**src/rtl/ip_tile_fsm_funnel_sequencer.sv**
```systemverilog
// ----------------------------------------------------------------------------
// ip_tile_fsm_funnel_sequencer
//
// Purpose:
//   Drives the tile's bitwise shifter over its CSR handshake to build a 32-bit
//   funnel shift (A << n) | (B >> (32-n)), or a rotate-left of A by n. The
//   shifter runs two passes: pass 1 shifts A left by n, and pass 2 shifts B
//   (or A again for a rotate) right by 32-n. Each pass result is captured on
//   the shifter's done flag. The two partial results are ORed together and
//   presented to the host. If the shifter never completes a pass, a watchdog
//   ends the operation with an error.
//
// Ports:
//   clk          single clock
//   arst_n       asynchronous, active-low reset
//   csr_in       host command: [15] start, [8:4] amount n, [0] 1 = rotate
//   data_reg_a   operand A
//   data_reg_b   operand B (ignored for rotate)
//   data_reg_c   final result, held until the next DONE or ERR
//   csr_out      host status: [15] busy, [1] error, [0] done
//   csr_in_re    one-cycle pulse when a host command is accepted
//   csr_out_we   one-cycle pulse in the DONE and ERR states
//   shf_csr_in   shifter command: [15] start, [8:4] amount, [3] left,
//                [2] right, [1] select B, [0] select A
//   shf_data_a   shifter operand A (latched A)
//   shf_data_b   shifter operand B (latched B, or latched A for rotate)
//   shf_data_c   shifter result
//   shf_csr_out  shifter status, only [0] (done) is used
// ----------------------------------------------------------------------------
module ip_tile_fsm_funnel_sequencer #(
    parameter int REG_WIDTH     = 32,
    parameter int CSR_IN_WIDTH  = 16,
    parameter int CSR_OUT_WIDTH = 16,
    parameter int TIMEOUT       = 64
) (
    input  logic                     clk,
    input  logic                     arst_n,
    input  logic [CSR_IN_WIDTH-1:0]  csr_in,
    input  logic [REG_WIDTH-1:0]     data_reg_a,
    input  logic [REG_WIDTH-1:0]     data_reg_b,
    output logic [REG_WIDTH-1:0]     data_reg_c,
    output logic [CSR_OUT_WIDTH-1:0] csr_out,
    output logic                     csr_in_re,
    output logic                     csr_out_we,
    output logic [CSR_IN_WIDTH-1:0]  shf_csr_in,
    output logic [REG_WIDTH-1:0]     shf_data_a,
    output logic [REG_WIDTH-1:0]     shf_data_b,
    input  logic [REG_WIDTH-1:0]     shf_data_c,
    input  logic [CSR_OUT_WIDTH-1:0] shf_csr_out
);

    localparam int CNT_W = $clog2(TIMEOUT + 1);

    typedef enum logic [2:0] {
        S_IDLE,
        S_ISSUE1,
        S_WAIT1,
        S_ISSUE2,
        S_WAIT2,
        S_DONE,
        S_ERR
    } state_t;

    state_t state;
    state_t state_nxt;

    logic [REG_WIDTH-1:0]    a_r;
    logic [REG_WIDTH-1:0]    b_r;
    logic [4:0]              n_r;
    logic [REG_WIDTH-1:0]    part_r;
    logic [REG_WIDTH-1:0]    result_r;
    logic [CNT_W-1:0]        wdog_cnt;
    logic                    csr_in_re_r;
    logic                    csr_out_we_r;
    logic [CSR_IN_WIDTH-1:0] shf_cmd_r;
    logic [CSR_IN_WIDTH-1:0] shf_cmd_nxt;

    logic       host_start;
    logic [4:0] host_n;
    logic       host_rotate;
    logic       shf_done;
    logic       accept;
    logic       wdog_expired;
    logic [4:0] n_cur;
    logic [4:0] n_right;

    assign host_start  = csr_in[15];
    assign host_n      = csr_in[8:4];
    assign host_rotate = csr_in[0];
    assign shf_done    = shf_csr_out[0];

    // Command bits the design does not interpret; collected so lint sees them used.
    logic unused_bits;
    assign unused_bits = ^{csr_in[14:9], csr_in[3:1], shf_csr_out[CSR_OUT_WIDTH-1:1]};

    assign accept = (state == S_IDLE) && host_start;

    // The counter reaches TIMEOUT-1 on the edge where it currently holds
    // TIMEOUT-2. That edge leaves the WAIT state, so ISSUE plus the WAIT
    // cycles add up to exactly TIMEOUT cycles before ERR.
    assign wdog_expired = (wdog_cnt == CNT_W'(TIMEOUT - 2));

    // The command register is loaded on the accept edge, before n_r holds the
    // new amount, so the live host amount is used on that edge.
    assign n_cur   = accept ? host_n : n_r;
    assign n_right = 5'(5'd0 - n_cur);

    // Next-state logic.
    always_comb begin
        state_nxt = state;
        case (state)
            S_IDLE: begin
                if (host_start) begin
                    state_nxt = (host_n == 5'd0) ? S_DONE : S_ISSUE1;
                end
            end
            S_ISSUE1: state_nxt = S_WAIT1;
            S_WAIT1: begin
                if (shf_done) begin
                    state_nxt = S_ISSUE2;
                end else if (wdog_expired) begin
                    state_nxt = S_ERR;
                end
            end
            S_ISSUE2: state_nxt = S_WAIT2;
            S_WAIT2: begin
                if (shf_done) begin
                    state_nxt = S_DONE;
                end else if (wdog_expired) begin
                    state_nxt = S_ERR;
                end
            end
            S_DONE:  state_nxt = S_IDLE;
            S_ERR:   state_nxt = S_IDLE;
            default: state_nxt = S_IDLE;
        endcase
    end

    // The shifter command is registered. It is computed from the state being
    // entered so that the start bit is high during the ISSUE cycle itself.
    always_comb begin
        shf_cmd_nxt = '0;
        case (state_nxt)
            S_ISSUE1, S_WAIT1: begin
                shf_cmd_nxt[15]  = (state_nxt == S_ISSUE1);
                shf_cmd_nxt[8:4] = n_cur;
                shf_cmd_nxt[3]   = 1'b1;
                shf_cmd_nxt[0]   = 1'b1;
            end
            S_ISSUE2, S_WAIT2: begin
                shf_cmd_nxt[15]  = (state_nxt == S_ISSUE2);
                shf_cmd_nxt[8:4] = n_right;
                shf_cmd_nxt[2]   = 1'b1;
                shf_cmd_nxt[1]   = 1'b1;
            end
            default: shf_cmd_nxt = '0;
        endcase
    end

    // State register and single-cycle handshake pulses.
    always_ff @(posedge clk or negedge arst_n) begin
        if (!arst_n) begin
            state        <= S_IDLE;
            csr_in_re_r  <= 1'b0;
            csr_out_we_r <= 1'b0;
            shf_cmd_r    <= '0;
        end else begin
            state        <= state_nxt;
            csr_in_re_r  <= accept;
            csr_out_we_r <= (state_nxt == S_DONE) || (state_nxt == S_ERR);
            shf_cmd_r    <= shf_cmd_nxt;
        end
    end

    // Operands are latched only on acceptance, so a start that arrives while
    // the sequencer is busy cannot disturb a pass in flight. For a rotate,
    // A is latched into the B slot as well.
    always_ff @(posedge clk or negedge arst_n) begin
        if (!arst_n) begin
            a_r <= '0;
            b_r <= '0;
            n_r <= '0;
        end else if (accept) begin
            a_r <= data_reg_a;
            b_r <= host_rotate ? data_reg_a : data_reg_b;
            n_r <= host_n;
        end
    end

    // Watchdog counts cycles spent waiting on the shifter.
    always_ff @(posedge clk or negedge arst_n) begin
        if (!arst_n) begin
            wdog_cnt <= '0;
        end else if ((state == S_ISSUE1) || (state == S_ISSUE2)) begin
            wdog_cnt <= '0;
        end else if ((state == S_WAIT1) || (state == S_WAIT2)) begin
            wdog_cnt <= wdog_cnt + CNT_W'(1);
        end
    end

    // Partial and final results. A shifter done outside a WAIT state does not
    // change anything here.
    always_ff @(posedge clk or negedge arst_n) begin
        if (!arst_n) begin
            part_r   <= '0;
            result_r <= '0;
        end else begin
            if ((state == S_WAIT1) && shf_done) begin
                part_r <= shf_data_c;
            end

            if (accept && (host_n == 5'd0)) begin
                result_r <= data_reg_a;
            end else if ((state == S_WAIT2) && shf_done) begin
                result_r <= part_r | shf_data_c;
            end else if (state_nxt == S_ERR) begin
                result_r <= '0;
            end
        end
    end

    // Host status is decoded directly from the state.
    always_comb begin
        csr_out     = '0;
        csr_out[15] = (state == S_ISSUE1) || (state == S_WAIT1) ||
                      (state == S_ISSUE2) || (state == S_WAIT2);
        csr_out[1]  = (state == S_ERR);
        csr_out[0]  = (state == S_DONE);
    end

    assign data_reg_c = result_r;
    assign csr_in_re  = csr_in_re_r;
    assign csr_out_we = csr_out_we_r;
    assign shf_csr_in = shf_cmd_r;
    assign shf_data_a = a_r;
    assign shf_data_b = b_r;

endmodule
```
**config.mk**
```make
export PLATFORM = sky130hd
export DESIGN_NAME = ip_tile_fsm_funnel_sequencer
export DESIGN_NICKNAME = d
export VERILOG_FILES = /design/src/rtl/ip_tile_fsm_funnel_sequencer.sv
export SDC_FILE = /design/constraint.sdc
export NUM_CORES = 1
export LEC_CHECK = 0
export CAP_MARGIN = 20
export CORE_MARGIN = 3
export CORE_UTILIZATION = 40
export DETAILED_ROUTE_END_ITERATION = 10
export HOLD_SLACK_MARGIN = 0.05
export PLACE_DENSITY = 0.8
export RECOVER_POWER = 50
export SYNTH_ARGS = -nofsm -noshare
export SYNTH_HDL_FRONTEND = slang
export SYNTH_SLANG_ARGS = --single-unit
```
**constraint.sdc**
```tcl
create_clock -name clk -period 4.4 [get_ports clk]
set_clock_uncertainty 0.05 [all_clocks]
set_input_delay 0.66 -clock clk [delete_from_list [all_inputs] [get_ports clk]]
set_output_delay 0.66 -clock clk [all_outputs]
set_load 0.05 [all_outputs]
```
* After elaboration in Yosys (flattened, before gate mapping)
Index checks and enable logic that the tools add are counted.
** Word-level totals
- Memories kept :: 0
- Word-level logic and storage cells :: 59
- ROM bits :: 0
- Flip-flop bits (word level) :: 155
- Output and inout bits :: 130
- RAM bits :: 0
- Bits in latches :: 0
- Input port bits :: 130
** Cells by class
- Div/mod/pow operators :: 0
- Shift-type cells :: 0
- Multipliers :: 0
- Reduce and logical (&&, ||, !) cells :: 16
- $add $sub $neg :: 2
- Mux-type cells :: 17
- $lt $le $gt $ge :: 0
- Equal/unequal tests :: 13
- Bitwise operators :: 1
** Operators with widths (count)
- 32-bit two-way mux :: 4
- 32-bit OR :: 1
- 3-bit equality test, second input constant :: 6
- 3-bit two-way mux :: 5
- 3-bit one-hot mux with 5 select lines :: 1
- 7-bit two-way mux :: 2
- 3-bit by 2-bit equality test with 1-bit output, second input constant :: 4
- 5-bit one-hot mux with 2 select lines :: 1
- 7-bit by 1-bit adder with 7-bit output, second input constant :: 1
- 7-bit by 6-bit equality test with 1-bit output, second input constant :: 1
- 3-bit by 1-bit equality test with 1-bit output, second input constant :: 2
- 1-bit logical OR :: 6
- 5-bit zero test :: 1
- 5-bit two-way mux :: 1
- 1-bit by 5-bit subtractor with 5-bit output, first input constant :: 1
- 1-bit logical AND :: 4
- 2-bit OR reduction :: 2
- 3-bit zero test :: 1
- 3-bit nonzero test :: 1
- 2-bit two-way mux :: 1
- 1-bit one-hot mux with 2 select lines :: 1
- 2-bit nonzero test :: 1
- 1-bit two-way mux :: 1

* Longest topological paths before layout
- Depth after elaboration :: 8
- Gate-level depth with buffers :: 10
- Gate-level depth less buffers :: 9

* Least setup slack after synthesis
No wires, ideal clock.
- Path type :: register to register
- Start point :: register state[1]
- End point :: register wdog_cnt[5]
- Path slack :: 1.739 ns
- Arrival time :: 2.533 ns
- Stages on the path, launching flop included :: 7
- Path buffers :: 1
- Data required time :: 4.272 ns
- Clock period less this slack :: 2.661 ns
- Library setup time :: 0.078 ns
- Path through :: dfrtp_1 -> clkbuf_1 -> nor2_1 -> xnor2_1 -> nand4_1 -> or3_1 -> a21oi_1
** On the way
- Longest elaborated chain between the ends :: 3
- Elaborated cells on any way between the ends :: 8
- Classes of those cells :: 4 x eq/ne; 1 x mux; 3 x reduce/logical
** RTL lines
- start: declaration :: line 64 : state_t state;
- start signal: assignment :: line 168 : state <= state_nxt;
- 3-bit by 1-bit equality test with 1-bit output, or another cell as far along :: line 194 : end else if ((state == S_ISSUE1) || (state == S_ISSUE2)) begin
- 1-bit logical OR, on equally long branches :: line 194, 196
- 7-bit two-way mux / 2-bit nonzero test (equally long branches)
- end signal: assignment :: line 197 : wdog_cnt <= wdog_cnt + CNT_W'(1);
- end: declaration :: line 72 : logic [CNT_W-1:0] wdog_cnt;
Several ways; a longest one is shown, not always the timed one.
A chain may end at the register's enable or synchronous reset.

* Worst setup path in the final report
- Start point :: input port csr_in[15]
- End point :: register shf_cmd_r[8], in the netlist shf_csr_in[8]
** On the way
- Longest elaborated chain between the ends :: 5
- Elaborated cells on any way between the ends :: 12
- Classes of those cells :: 1 x add/sub; 4 x eq/ne; 4 x mux; 3 x reduce/logical
** RTL lines
- start: declaration :: line 38 : input logic [CSR_IN_WIDTH-1:0] csr_in,
- 3-bit two-way mux :: line 113 : if (host_start) begin
- 3-bit one-hot mux with 5 select lines :: line 111 : case (state)
- 3-bit by 2-bit equality test with 1-bit output, or another cell as far along :: line 143 : case (state_nxt)
- 2-bit OR reduction :: line 143
- 5-bit one-hot mux with 2 select lines (*) :: line 143
- net shf_cmd_nxt[8] :: line 76 : logic [CSR_IN_WIDTH-1:0] shf_cmd_nxt;
- end signal: assignment :: line 171 : shf_cmd_r <= shf_cmd_nxt;
- end: declaration :: line 75 : logic [CSR_IN_WIDTH-1:0] shf_cmd_r;
Mark *: on every way through the listed nets, which the timed path passes. The rest lies on a longest branch.

==> flow_metrics.py <==
metrics = {
    "outcome": {
        "violations": "max-capacitance violations, max-slew violations",
        "outcome": "finished with violations",
    },
    "clock_tree": {
        "cts.sinks": 153,
        "cts_setup_buffers": 0,
        "clock_path_buffers": 2,
        "clk_latency_ns": 0.41,
        "htree_levels": 4,
        "cts.repair.resized": 0,
        "root_buffer": "clkbuf_16",
        "cts_made_buffers": 17,
        "ctsHoldBuffers": 0,
        "path_clk_slew_ns": 0.06,
        "cts_tree": "done",
    },
    "grt": {
        "grt_busiest_layer": "met2",
        "grt_overflow": 0,
        "antenna_found_initial": 0,
        "met1_usage_pct": 25.38,
        "grt_pass1_wl_um": 29080,
        "grt_max_degree": 112,
        "track_usage_pct": 20.37,
        "grt_util_met2_pct": 34.07,
        "grt_pass1_vias": 5525,
        "grt_use_met3_pct": 6.557,
    },
    "worst_hold_path": {
        "hold_class": "register to register",
        "min_path_cells": 2,
    },
    "worst_setup_path": {
        "end_kind": "register",
        "max_stage_delay_ns": 1.05,
        "reg2reg_depth": 5,
        "cp_cell_sequence": "dlygate4sd3_1, or4b_1, clkbuf_2, mux2i_1, xnor2_1, o2bb2ai_1",
        "crit_family": "buffers and inverters",
        "slowest_stage": "clkbuf_2",
        "path_depth": 6,
        "critPathBufInv": 2,
        "cp.required_ns": 4.63,
        "critPathKind": "primary input to register",
        "worstPathArrival_ns": 3.73,
        "critPathLaunchType": "primary input",
        "path_max_fanout": 101,
    },
    "power": {
        "swShare_pct": 44.59,
        "p_leak_nw": 4.318,
        "p_per_area_nw_per_um2": 825.7,
        "clkPwrFrac_pct": 19.2,
        "p_comb_share_pct": 50.0,
        "switchingPower_w": 0.003504,
        "p_seq_share_pct": 30.8,
        "ir_drop_uv": 389.3,
        "intPower_w": 0.004355,
    },
    "cells_and_area": {
        "syn_to_final_growth_pct": 42.77,
        "drive_gt1_share_pct": 9.225,
        "insertedDiodeCount": 0,
        "instances_no_fill": 1029,
        "nets": 935,
        "final_cell_mix": "clkdlybuf4s50_1, dfrtp_1, nand2_1, o21ai_0, mux2i_1",
        "final_common_cell": "clkdlybuf4s50_1",
    },
    "logic_synthesis": {
        "syn_area_um2": 6666,
        "synthesis.instances": 598,
        "yosysWarnings": 0,
        "ys_types": 42,
        "synth-seq-area-share_pct": 57.43,
        "ys.flop_type": "dfrtp_1",
        "ys_seq_elements": 153,
        "synth_enable_flop_cells": 0,
        "syn_area_per_cell_um2": 11.15,
        "synthArstFlopShare_pct": 100.0,
    },
    "die": {
        "dieArea_um2": 18250,
        "io_pins": 260,
        "die_w_um": 135.1,
        "die_h_um": 135.1,
        "fp-row-count": 46,
        "initial_core_util_pct": 41.37,
        "coreArea_um2": 16120,
    },
    "detailed_routing": {
        "routed_via_density": 5.051,
        "vias": 5197,
        "initialDrtViolationCount": 289,
        "ant_nets": 0,
        "wirelength_um": 18100,
        "drt_first_pass_iters": 4,
        "wl_per_cell_um": 17.59,
        "drc": 0,
    },
    "sta": {
        "tns_ns": 0,
        "tightestPinTransition_ns": 2.024,
        "grt_setup_unrepaired": "false",
        "maxSlewViolCount": 137,
        "setup_violations": 0,
        "holdWs_ns": 0.4207,
        "finalCriticalPeriod_ns": 3.493,
        "fmax_mhz": 286.3,
        "relSlewSlack_pct": -34.91,
        "fin_crit_sh_pct": 79.39,
        "hold_viol": 0,
    },
    "placed_design": {
        "gp_congestion": 0.7877,
        "io_buffers": 216,
        "dp_hpwl_um": 12170,
        "dp_cells": 998,
    },
    "job": {
        "maxCapViolCount": 2,
    },
}
-- kinds of logic after synthesis --
family / after synthesis / share of synthesized area, %
buf+inv: 66 / 5.011
fa+ha+maj: 3 / 0.5631
mux: 69 / 11.00
flops: 153 / 57.43
xor+xnor: 8 / 1.051
simple gates: 177 / 11.47
compound gates: 121 / 13.42
other cells: 1 / 0.05625
-- state kept, by name, summed over array words and instances (netlist names) --
| signal | cells |
|---|---|
| csr_in_re | 1 |
| shf_data_b | 32 |
| csr_out_we | 1 |
| state | 3 |
| n_r | 5 |
| shf_data_a | 32 |
| part_r | 32 |
| wdog_cnt | 7 |
| data_reg_c | 32 |
| shf_csr_in | 8 |
-- worst reg2reg max path: cells and delay by family, from the launching register on --
family	cells	cell delay, ns
AO/OA/AOI/OAI	1	0.13
XOR/XNOR	1	0.12
flip-flops	1	0.53
buffers and inverters	1	1.05
AND/OR/NAND/NOR	1	0.64
multiplexers	1	0.67
-- stage by stage --
stage	area, um2	worst slack, ns	power (W)	utilization, %
after floorplan	6734	1.739	0.005050	-
after global placement	8921	1.147	0.006305	55.36
after detailed placement	8921	1.101	0.006387	55.36
after CTS	9532	1.224	0.007935	59.15
after global routing	9518	0.6923	0.008287	59.06
final	9518	0.9068	0.007859	59.06
-- power groups by stage --
stage | Clock, W | Sequential (W) | Combinational (W)
after floorplan | 0 | 0.00387 | 0.00118
after global placement | 0 | 0.00240 | 0.00390
after detailed placement | 0 | 0.00243 | 0.00396
after CTS | 0.00154 | 0.00242 | 0.00397
after global routing | 0.00160 | 0.00251 | 0.00418
final | 0.00151 | 0.00242 | 0.00393
-- worst paths after layout --
path	slack [ns]	from	end
worst max-delay path	0.91	csr_in[15]	shf_csr_in[8]
worst min-delay path	0.42	shf_data_a[30]	shf_data_a[30]
worst max register to register	1.07	state[1]	shf_csr_in[8]
worst min register to register	0.42	shf_data_a[30]	shf_data_a[30]
max in group asynchronous	1.57	arst_n	data_reg_c[3]
min in group asynchronous	0.76	arst_n	wdog_cnt[5]
-- routing by layer --
metal,routed length [um],up-vias
li1,-,2446
met1,7438,2546
met2,8953,183
met3,1438,22
met4,269,0
met5,0,-
-- layout make-up --
cell class | instances | area (um2)
clock buffers | 20 | 466.7
well taps | 216 | 270.3
flip-flops and latches | 153 | 3829
multi-input cells | 397 | 2554
repair buffers | 224 | 2221
inverters | 9 | 33.78
fillers | 1355 | 6598
clock inverters | 10 | 143.9
-- cells in the mapped netlist (4+ instances only) --
master	n	area share, %
dfrtp_1	153	57
and2_1	4	0.38
nor3_1	6	0.45
buf_4	21	2.4
clkbuf_1	28	1.6
mux2_2	33	5.6
nand2_1	139	7.8
inv_1	7	0.39
buf_2	6	0.45
mux2i_1	35	5.3
a221o_1	32	4.8
nor2_1	9	0.51
o21a_1	32	3.6
xor2_1	5	0.66
o21ai_0	40	3.0
Note: power is estimated with default switching activity, not from simulation.
